<file path="src/rtl/serial_subtractor.sv">
// Bit-serial A - B, LSB first, one bit per clock with a borrow register between bits.
// Start accepted in IDLE or DONE; o_done pulses N+1 cycles after the accepting edge.
module serial_subtractor #(
  parameter int N = 8
) (
  input  logic         i_clk,
  input  logic         i_reset,
  input  logic         i_start,
  input  logic [N-1:0] i_a,
  input  logic [N-1:0] i_b,
  output logic         o_busy,
  output logic         o_done,
  output logic [N-1:0] o_diff,
  output logic         o_borrow,
  output logic         o_overflow
);

  localparam int CW = (N > 2) ? $clog2(N) : 1;

  typedef enum logic [1:0] {IDLE, RUN, DONE} state_t;

  state_t        state;
  logic [N-1:0]  a_sr;
  logic [N-1:0]  b_sr;
  logic [N-1:0]  res;
  logic [CW-1:0] cnt;
  logic          br;
  logic          a_msb;
  logic          b_msb;

  logic a0;
  logic b0;
  logic d;
  logic br_next;
  logic last_bit;

  assign a0       = a_sr[0];
  assign b0       = b_sr[0];
  assign d        = a0 ^ b0 ^ br;
  assign br_next  = (~a0 & b0) | (~(a0 ^ b0) & br);
  assign last_bit = (cnt == CW'(N - 1));

  always_ff @(posedge i_clk or posedge i_reset) begin
    if (i_reset) begin
      state      <= IDLE;
      a_sr       <= '0;
      b_sr       <= '0;
      res        <= '0;
      cnt        <= '0;
      br         <= 1'b0;
      a_msb      <= 1'b0;
      b_msb      <= 1'b0;
      o_busy     <= 1'b0;
      o_done     <= 1'b0;
      o_diff     <= '0;
      o_borrow   <= 1'b0;
      o_overflow <= 1'b0;
    end else begin
      case (state)
        IDLE, DONE: begin
          o_done <= 1'b0;
          if (i_start) begin
            a_sr   <= i_a;
            b_sr   <= i_b;
            a_msb  <= i_a[N-1];
            b_msb  <= i_b[N-1];
            res    <= '0;
            cnt    <= '0;
            br     <= 1'b0;
            o_busy <= 1'b1;
            state  <= RUN;
          end else begin
            o_busy <= 1'b0;
            state  <= IDLE;
          end
        end
        RUN: begin
          a_sr <= a_sr >> 1;
          b_sr <= b_sr >> 1;
          res  <= {d, res[N-1:1]};
          br   <= br_next;
          cnt  <= cnt + 1'b1;
          // Results publish only on the final bit so no partial value is ever visible.
          if (last_bit) begin
            o_diff     <= {d, res[N-1:1]};
            o_borrow   <= br_next;
            o_overflow <= (a_msb ^ b_msb) & (d ^ a_msb);
            o_busy     <= 1'b0;
            o_done     <= 1'b1;
            state      <= DONE;
          end
        end
        default: begin
          o_busy <= 1'b0;
          o_done <= 1'b0;
          state  <= IDLE;
        end
      endcase
    end
  end

endmodule

</file>
<file path="config.mk">
export PLATFORM = sky130hd
export DESIGN_NAME = serial_subtractor
export DESIGN_NICKNAME = d
export VERILOG_FILES = /design/src/rtl/serial_subtractor.sv
export SDC_FILE = /design/constraint.sdc
export NUM_CORES = 1
export LEC_CHECK = 0
export ABC_AREA = 0
export CAP_MARGIN = 10
export CORE_UTILIZATION = 41
export DETAILED_ROUTE_END_ITERATION = 12
export PLACE_DENSITY = 0.64
export SLEW_MARGIN = 10
export SYNTH_ARGS = -nofsm -noshare
export SYNTH_HDL_FRONTEND = slang
export SYNTH_SLANG_ARGS = --single-unit
</file>
<file path="constraint.sdc">
create_clock -name i_clk -period 1.4 [get_ports i_clk]
set_input_delay 0.28 -clock i_clk [delete_from_list [all_inputs] [get_ports i_clk]]
set_output_delay 0.28 -clock i_clk [all_outputs]
set_load 0.02 [all_outputs]
</file>
* Word level (Yosys, flattened, before mapping)
Index checks and enable logic that the tools add are counted.
** Word-level totals
- Logic and storage cells :: 53
- Input bits :: 19
- Register bits :: 44
** Cells by class
- Add/subtract/negate cells :: 1
- Reductions and logical operators :: 6
- Multiplexer cells :: 18
- Equal/unequal tests :: 5
- Bitwise logic cells :: 10
** Operator list (count)
- case mux 8 bit (2 select lines) :: 3
- two-way mux 8 bit :: 3
- two-way mux 1 bit :: 6
- case mux 3 bit (2 select lines) :: 1
- AND reduction 2 bit :: 3
- != test 2 bit, second input constant :: 2
- case mux 1 bit (2 select lines) :: 2
- case mux 2 bit (2 select lines) :: 1
- bitwise XOR 1 bit :: 4
- adder 3 x 1 -> 3 bit, second input constant :: 1
- AND 1 bit :: 3
- equality test 3 bit, second input constant :: 1
- two-way mux 3 bit :: 1
- equality test 2 x 1 -> 1 bit, second input constant :: 1
- equality test 2 bit, second input constant :: 1
- logical NOT 2 bit :: 1
- two-way mux 2 bit :: 1
- inverter 1 bit :: 2
- nonzero test 2 bit :: 1
- OR reduction 2 bit :: 1
- OR 1 bit :: 1

* Longest topological paths before layout
Gate-level depths: netlist of run 1.
- Word-level depth :: 5
- Depth in mapped cells :: 6

* Worst setup path after synthesis of run 1
No wires, ideal clock.
- Path type :: reg2reg
- Start :: reg cnt[0]
- End :: reg o_diff[0]
- Arrival time :: 1.347 ns
- Data required time :: 1.275 ns
- Stages on the path, launching flop included :: 6
- Setup slack :: -0.072 ns
- Library setup time :: 0.125 ns
- Period minus slack after synthesis :: 1.472 ns
- Cells stage by stage :: dfrtp_1 > ha_1 > ha_1 > nand3b_2 > buf_6 > mux2_4
** On the way
- Longest elaborated chain between the ends :: 2
** RTL lines
- from (decl) :: line 26 : logic [CW-1:0] cnt;
- from (signal assigned) :: line 82 : cnt <= cnt + 1'b1;
- equality test 3 bit :: line 41 : assign last_bit = (cnt == CW'(N - 1));
- AND reduction 2 bit (no source line)
- to (signal assigned) :: line 85 : o_diff <= {d, res[N-1:1]};
- to (decl) :: line 13 : output logic [N-1:0] o_diff,
Every way passes these cells.
A chain may end at the register's enable or synchronous reset.

* Worst setup path after layout of run 1
- Start :: reg br
- End :: reg o_overflow
** On the way
- Longest elaborated chain between the ends :: 3
** RTL lines
- from (decl) :: line 27 : logic br;
- from (signal assigned) :: line 81 : br <= br_next;
- bitwise XOR 1 bit :: line 39 : assign d = a0 ^ b0 ^ br;
- named net d :: line 33 : logic d;
- bitwise XOR 1 bit :: line 87 : o_overflow <= (a_msb ^ b_msb) & (d ^ a_msb);
- AND 1 bit :: line 87
- to (signal assigned) :: line 87
- to (decl) :: line 15 : output logic o_overflow
The timed path passes the listed nets, and every way through them passes these cells.

==> results of run 1 <==
-- cell families after synthesis --
logic type | Yosys count | share of synthesized area
AND/OR/NAND/NOR | 43 | 0.1221
flip-flops | 42 | 0.5996
AO/OA/AOI/OAI | 33 | 0.1342
buffers and inverters | 15 | 0.05639
multiplexers | 8 | 0.06210
adder cells (fa/ha/maj) | 3 | 0.02569
-- where the power goes --
part           leakage, uW  switching (uW)  internal, uW  total [uW]
Clock            0.0000482             394           398         792
Sequential        0.000512             380          1790        2170
Combinational     0.000543            1180          1340        2520
Total              0.00110            1950          3530        5490
-- layout make-up --
class                      count  area share
sequential                    42      0.4493
multi-input combinational     88      0.2778
timing repair buffer          49      0.1993
clock buffer                   7     0.03686
tap                           50     0.02671
inverter                       5    0.008013
clock inverter                 1    0.002137
-- sequential cells by signal, indices dropped and copies added (netlist names) --
name / cells
state: 1
cnt: 3
o_done: 1
a_msb: 1
o_diff: 8
b_msb: 1
o_overflow: 1
br: 1
o_borrow: 1
b_sr: 8
res: 7
a_sr: 8
o_busy: 1
-- Yosys cell counts --
master,number,area [sq um]
dfrtp_1,42,1051
and2b_4,1,10.01
o22ai_1,14,87.58
buf_2,4,20.02
ha_1,2,25.02
a22o_1,11,96.34
buf_4,2,15.01
o31ai_2,1,12.51
nor2_1,13,48.80
nor3b_1,1,7.510
nand2b_1,2,12.51
inv_1,5,18.77
nand2_1,8,30.03
fa_1,1,20.02
nor2b_1,2,12.51
nand3b_2,1,11.26
o2bb2ai_1,1,8.760
nor2_4,1,11.26
nor3_1,13,65.06
mux2_2,3,33.78
nand3_1,1,5.000
o21ai_0,4,20.02
buf_6,4,45.04
mux2_4,5,75.07
a21oi_1,2,10.01
-- worst paths after layout --
check / depth (start not counted) / end / startpoint
hold / removal: 3 / o_overflow$_DFFE_PP0P_ / i_reset
max in group asynchronous: 3 / state[0]$_DFFE_PP0P_ / i_reset
min in group i_clk: 2 / o_overflow$_DFFE_PP0P_ / o_overflow$_DFFE_PP0P_
setup reg to reg: 5 / o_overflow$_DFFE_PP0P_ / br$_DFFE_PP0P_
setup / recovery: 5 / o_overflow$_DFFE_PP0P_ / br$_DFFE_PP0P_
hold reg to reg: 2 / o_overflow$_DFFE_PP0P_ / o_overflow$_DFFE_PP0P_
-- per-layer routing --
metal / vias to the layer above / wire, um / track usage
li1: 607 / - / -
met1: 600 / 1549 / 0.2085
met2: 28 / 1727 / 0.2975
met3: 6 / 139 / 0.05405
met4: 0 / 48 / 0.06383
met5: - / 0 / 0
-- metrics by stage --
stage               utilization  cell area, sq um  setup slack [ns]  hold WS [ns]    TNS, ns
floorplan                     -              1777           0.02440        0.3854          0
global placement         0.5483              2225          -0.09768        0.4594     -2.008
detailed placement       0.5483              2225           -0.1158        0.4734     -2.314
CTS                      0.5739              2328         -0.008891        0.3402  -0.008891
global route             0.5772              2342          -0.05702        0.3502   -0.07004
finish                   0.5772              2342           0.03402        0.3343          0
-- worst max-delay path: cells and delay by family, from the launching register on --
family | cells | cell delay (ns)
and+or+nand+nor | 1 | 0.15
AOI/OAI and AO/OA | 2 | 0.20
adders and majority gates | 1 | 0.49
DFF | 1 | 0.37
buffers and inverters | 1 | 0.05
-- repair_timing --
item / CTS / global route
pin swaps: 2 / 1
setup buffers: 1 / 1
setup endpoints to repair: 15 / 6
cloned: 1 / 0
gates resized for setup: 15 / 3
==> impl_results.md, run 1 <==
* Largest net degree at the start of global routing at 43
* Worst-margin pin slew at about 0.23 ns
* Mapped Cells at 144
* Post-Route WL at approximately 3500 um
* Layout cells sized above 1 at 0.2240
* DRC at 0
* Storage cell area at 1052 sq um
* Max Slew Vio Count at 0
* Post-layout min period at around 1.4 ns
* CTS tree: yes
* Synth cell types at 25
* DPL Wire Length at approximately 2400 um
* Layout Skew at about 0.0076 ns
* Global-route wire length before repair at between 5000 and 6000 um
* Max-cap check violation count at 0
* Final Hold Viols at 0
* Overall routing resource usage at 0.1755
* Status: finished, final reports clean
* # IOs at 31
* Fmax at ~730 MHz
* Via count at approximately 1200
* Commonest cells after routing, fill and taps aside: 41 x dfrtp_1, 18 x clkdlybuf4s50_1, 16 x buf_4
* Clk pin slew, worst setup/hold paths at 0.08 ns
* Cell at the root of the clock tree: clkbuf_8
* YS warnings at 0
* Sequential share of the synthesized area at 0.5996
* Post-synthesis net count at 166
* Initial antenna violation count at 0
* Crit Path Category: reg -> reg
* Wirelength per Cell at between 10 and 15 um
* Pwr Total at 5485 uW
* Gr ovfl total at 0
* Iter 0 DRT Violations at 21
* Yosys reg bits at 42
* CTS H-tree lvls at 2
* Area grow syn2layout at 33.62%
* Routability cong. at about 0.73
* Layout Nets at 213
* Port bufs at 30
* Critical path peak fanout at 4
* Most common cell after layout, fill and taps aside: dfrtp_1
* Final Instance Count excl. Fillers at about 240
* Arr. time, crit path at about 1.6 ns
* Vias in the first global route at roughly 1200
* # setup viols final at 0
* Worst setup SP type: register
* Rel. slew slack at 0.8497
* Total Die Area at 4541 sq um
* Longest Clk Path Bufs at 2
* CP max stage delay at 0.49 ns
* Post-Syn Area at approximately 1800 sq um
* Slowest cell on the critical path: fa_1
* Power per cell area at roughly 2300 nW/um^2
* Num CTS Buffers at 5
* R2r setup slk at 0.03 ns
* Hold Buf Count CTS at 0
* Vias/cell at between 5 and 6
* Die height at between 60 and 70 um
* Num rows at 23
* Tcrit/Tclk final at 0.9757
* RSZ-0062 raised after global routing: yes
* Clock sink count at between 40 and 50
* Worst VDD drop at 0.8289 mV
* Avg Cell Area, Syn at approximately 12 sq um
* Data required, critical path at about 1.6 ns
* Core area at a little over 4000 sq um
* Worst min-delay path class: in -> async
* Drt first pass iters at 4
* Initial Util at 0.4320
* ANT nets after route at 0
* DIE WIDTH at 67.39 um
* Leakage dissipation at between 0.001 and 0.0015 uW
* Number of diodes at 0
* Post-placement cell count at around 230
* Area of the multi-input gates at ~650 sq um
* Clk_lat worst skew at about 0.29 ns
* Fillers at 350
* CP Capture Type: register
* Critical-path cell list: inv_2 > fa_1 > nor2b_1 > a21oi_1 > o21ai_1
Note: power is estimated with default switching activity, not from simulation.
==> inputs of run 2 (changes only) <==
--- a/config.mk
+++ b/config.mk
@@ -6,9 +6,10 @@
 export NUM_CORES = 1
 export LEC_CHECK = 0
 export ABC_AREA = 0
-export CAP_MARGIN = 10
+export CAP_MARGIN = 40
 export CORE_UTILIZATION = 41
 export DETAILED_ROUTE_END_ITERATION = 12
+export GPL_TIMING_DRIVEN = 0
 export PLACE_DENSITY = 0.64
 export SLEW_MARGIN = 10
 export SYNTH_ARGS = -nofsm -noshare
==> run 2 against run 1 <==
Sequential cell count unchanged; largest power group unchanged; worst hold slack worse by 0.054 ns; critical path type unchanged; critical path depth unchanged.
==> impl_results.md, run 2 (same netlist as run 1, synthesis figures left out) <==
* Clk pin slew, worst setup/hold paths at 0.08 ns
* Vias/cell at ~5.2
* CP Capture Type: register
* Power per cell area at 2380 nW/um^2
* Psw at approximately 2000 uW
* Tcrit/Tclk final at 0.9997
* CP max stage delay at 0.39 ns
* Wirelength per Cell at 14.95 um
* Post-layout min period at 1.400 ns
* Switch share at 0.3568
* Initial antenna violation count at 0
* Worst setup SP type: register
* Routability cong. at ~0.77
* DRC at 0
* DIE WIDTH at ~67 um
* Num CTS Buffers at 5
* Via count at 1233
* Routed wl met3 at 170 um
* DPL Wire Length at ~2500 um
* # IOs at 31
* Pint at roughly 3600 uW
* Drt first pass iters at 4
* Min Hold Slack at between 0.2 and 0.3 ns
* Slowest cell on the critical path: dfrtp_1
* Num rows at 23
* Largest registers: a_sr x8, b_sr x8, o_diff x8
* Initial Util at 0.4320
* ANT nets after route at 0
* Largest net degree at the start of global routing at 27
* Layout Skew at 0.006784 ns
* Die height at 67.39 um
* Post-Route WL at between 3000 and 4000 um
* Overall routing resource usage at 0.1846
* M1 WL at ~1700 um
* Worst Setup Slack, final at just under 0.0004 ns
* Fmax at roughly 700 MHz
* Global-route wire length before repair at roughly 6000 um
* Area grow syn2layout at 33.76%
* Final Hold Viols at 0
* Cell at the root of the clock tree: clkbuf_8
* Post-placement setup slack at -0.2047 ns
* Max-cap check violation count at 0
* RSZ-0062 raised after global routing: yes
* Critical-path cell list: ha_2 > ha_4 > nand3b_4 > buf_8 > mux2_4
* Hold Buf Count CTS at 0
* Core area at approximately 4100 sq um
* WP buf/inv at 1
* Combinational cell fraction of total power at 0.444
* Worst-margin pin slew at just under 0.4 ns
* Arr. time, crit path at about 1.6 ns
* Number of diodes at 0
* Crit Path Category: reg -> reg
* Vias in the first global route at approximately 1300
* Rel. slew slack at 0.7427
* Iter 0 DRT Violations at 35
* Port bufs at 30
* CTS H-tree lvls at 2
* Clk_lat worst skew at approximately 0.3 ns
* Clock power frac at 0.168
* CTS tree: yes
* Max layer used: met4
* Layout Nets at between 200 and 250
* Fillers at roughly 350
* Critical path peak fanout at 7
* Total Die Area at about 4500 sq um
* Leakage dissipation at between 0.001 and 0.0015 uW
* Gr ovfl total at 0
* Layout cells sized above 1 at 0.2434
* Routed wl met2 at 1708 um
* Most common cell after layout, fill and taps aside: dfrtp_1
* Data required, critical path at 1.58 ns
* Sequential fraction of design power at 0.389
* Worst VDD drop at just over 0.9 mV
* Status: finished, final reports clean
* # setup viols final at 0
* Worst min-delay path class: in -> async
* Clock sink count at 42
* Commonest cells after routing, fill and taps aside: 42 x dfrtp_1, 18 x clkdlybuf4s50_1, 14 x o22ai_1
* Max Slew Vio Count at 0
* Top Family by Delay on Critical Path: flip-flops
* Longest Clk Path Bufs at 2
[run 2: cell types whose count changed in the layout (fill, tap and decap cells not counted), moves of 2 or more]
cell | before | now
mux2_4 | 6 | 8
inv_2 | 1 | 3
buf_6 | 0 | 3
buf_2 | 0 | 4
inv_1 | 4 | 2
buf_4 | 16 | 7
mux2_2 | 2 | 0
[run 2: timing repair]
action | in CTS | in global routing
resized for setup | 15 | 10
pin swaps | 2 | 2
buffers inserted | 3 | 3
setup endpoints to repair | 18 | 7
[run 2: final timing paths]
path / slack, ns / cells after the start / end / from
setup / recovery: 0.0004 / 5 / o_diff[6]$_DFFE_PP0P_ / cnt[1]$_DFFE_PP0P_
hold / removal: 0.28 / 2 / a_msb$_DFFE_PP0P_ / i_reset
setup reg to reg: 0.0004 / 5 / o_diff[6]$_DFFE_PP0P_ / cnt[1]$_DFFE_PP0P_
hold reg to reg: 0.49 / 2 / o_overflow$_DFFE_PP0P_ / o_overflow$_DFFE_PP0P_
max in group asynchronous: 0.66 / 3 / state[0]$_DFFE_PP0P_ / i_reset
min in group i_clk: 0.49 / 2 / o_overflow$_DFFE_PP0P_ / o_overflow$_DFFE_PP0P_
[run 2: per-layer routing]
layer | global-route usage | vias up
li1 | - | 600
met1 | 0.2352 | 593
met2 | 0.3000 | 34
met3 | 0.05068 | 6
met4 | 0.06649 | 0
met5 | 0 | -
[run 2: power groups by stage]
| stage | clock network, uW | registers (uW) | logic [uW] |
|---|---|---|---|
| after CTS | 958 | 2150 | 2330 |
| after floorplan | 0 | 2270 | 1510 |
| after global placement | 0 | 2140 | 2270 |
| after global routing | 1020 | 2240 | 2750 |
| after detailed placement | 0 | 2180 | 2380 |
| final | 937 | 2170 | 2480 |
[run 2: metrics by stage]
stage | area (sq um) | instances | util | power (uW) | setup TNS (ns)
3_3_place_gp | 2140 | 224 | 0.5273 | 4418 | -30.27
2_1_floorplan | 1777 | 144 | - | 3778 | 0
4_1_cts | 2280 | 236 | 0.5618 | 5442 | -0.09474
6_report | 2345 | 239 | 0.5779 | 5581 | 0
3_5_place_dp | 2160 | 225 | 0.5322 | 4561 | -3.743
5_1_grt | 2345 | 239 | 0.5779 | 6010 | -0.2068
[run 2: area by class of cell]
type / instances / area [sq um] / share of cell area
inverter: 5 / 18.77 / 0.008004
timing repair buffer: 37 / 362.8 / 0.1547
clock inverter: 3 / 40.04 / 0.01708
buffer: 10 / 83.83 / 0.03575
multi-input combinational: 87 / 656.9 / 0.2801
sequential: 42 / 1051 / 0.4482
clock buffer: 5 / 68.82 / 0.02935
tap: 50 / 62.56 / 0.02668
==> inputs of run 3 (changes only) <==
--- a/config.mk
+++ b/config.mk
@@ -11,7 +11,7 @@
 export DETAILED_ROUTE_END_ITERATION = 12
 export GPL_TIMING_DRIVEN = 0
 export PLACE_DENSITY = 0.64
-export SLEW_MARGIN = 10
+export SLEW_MARGIN = 20
 export SYNTH_ARGS = -nofsm -noshare
 export SYNTH_HDL_FRONTEND = slang
 export SYNTH_SLANG_ARGS = --single-unit
==> results of run 3 <==
Same layout as run 2: the final DEF is identical, and so are final timing and power.
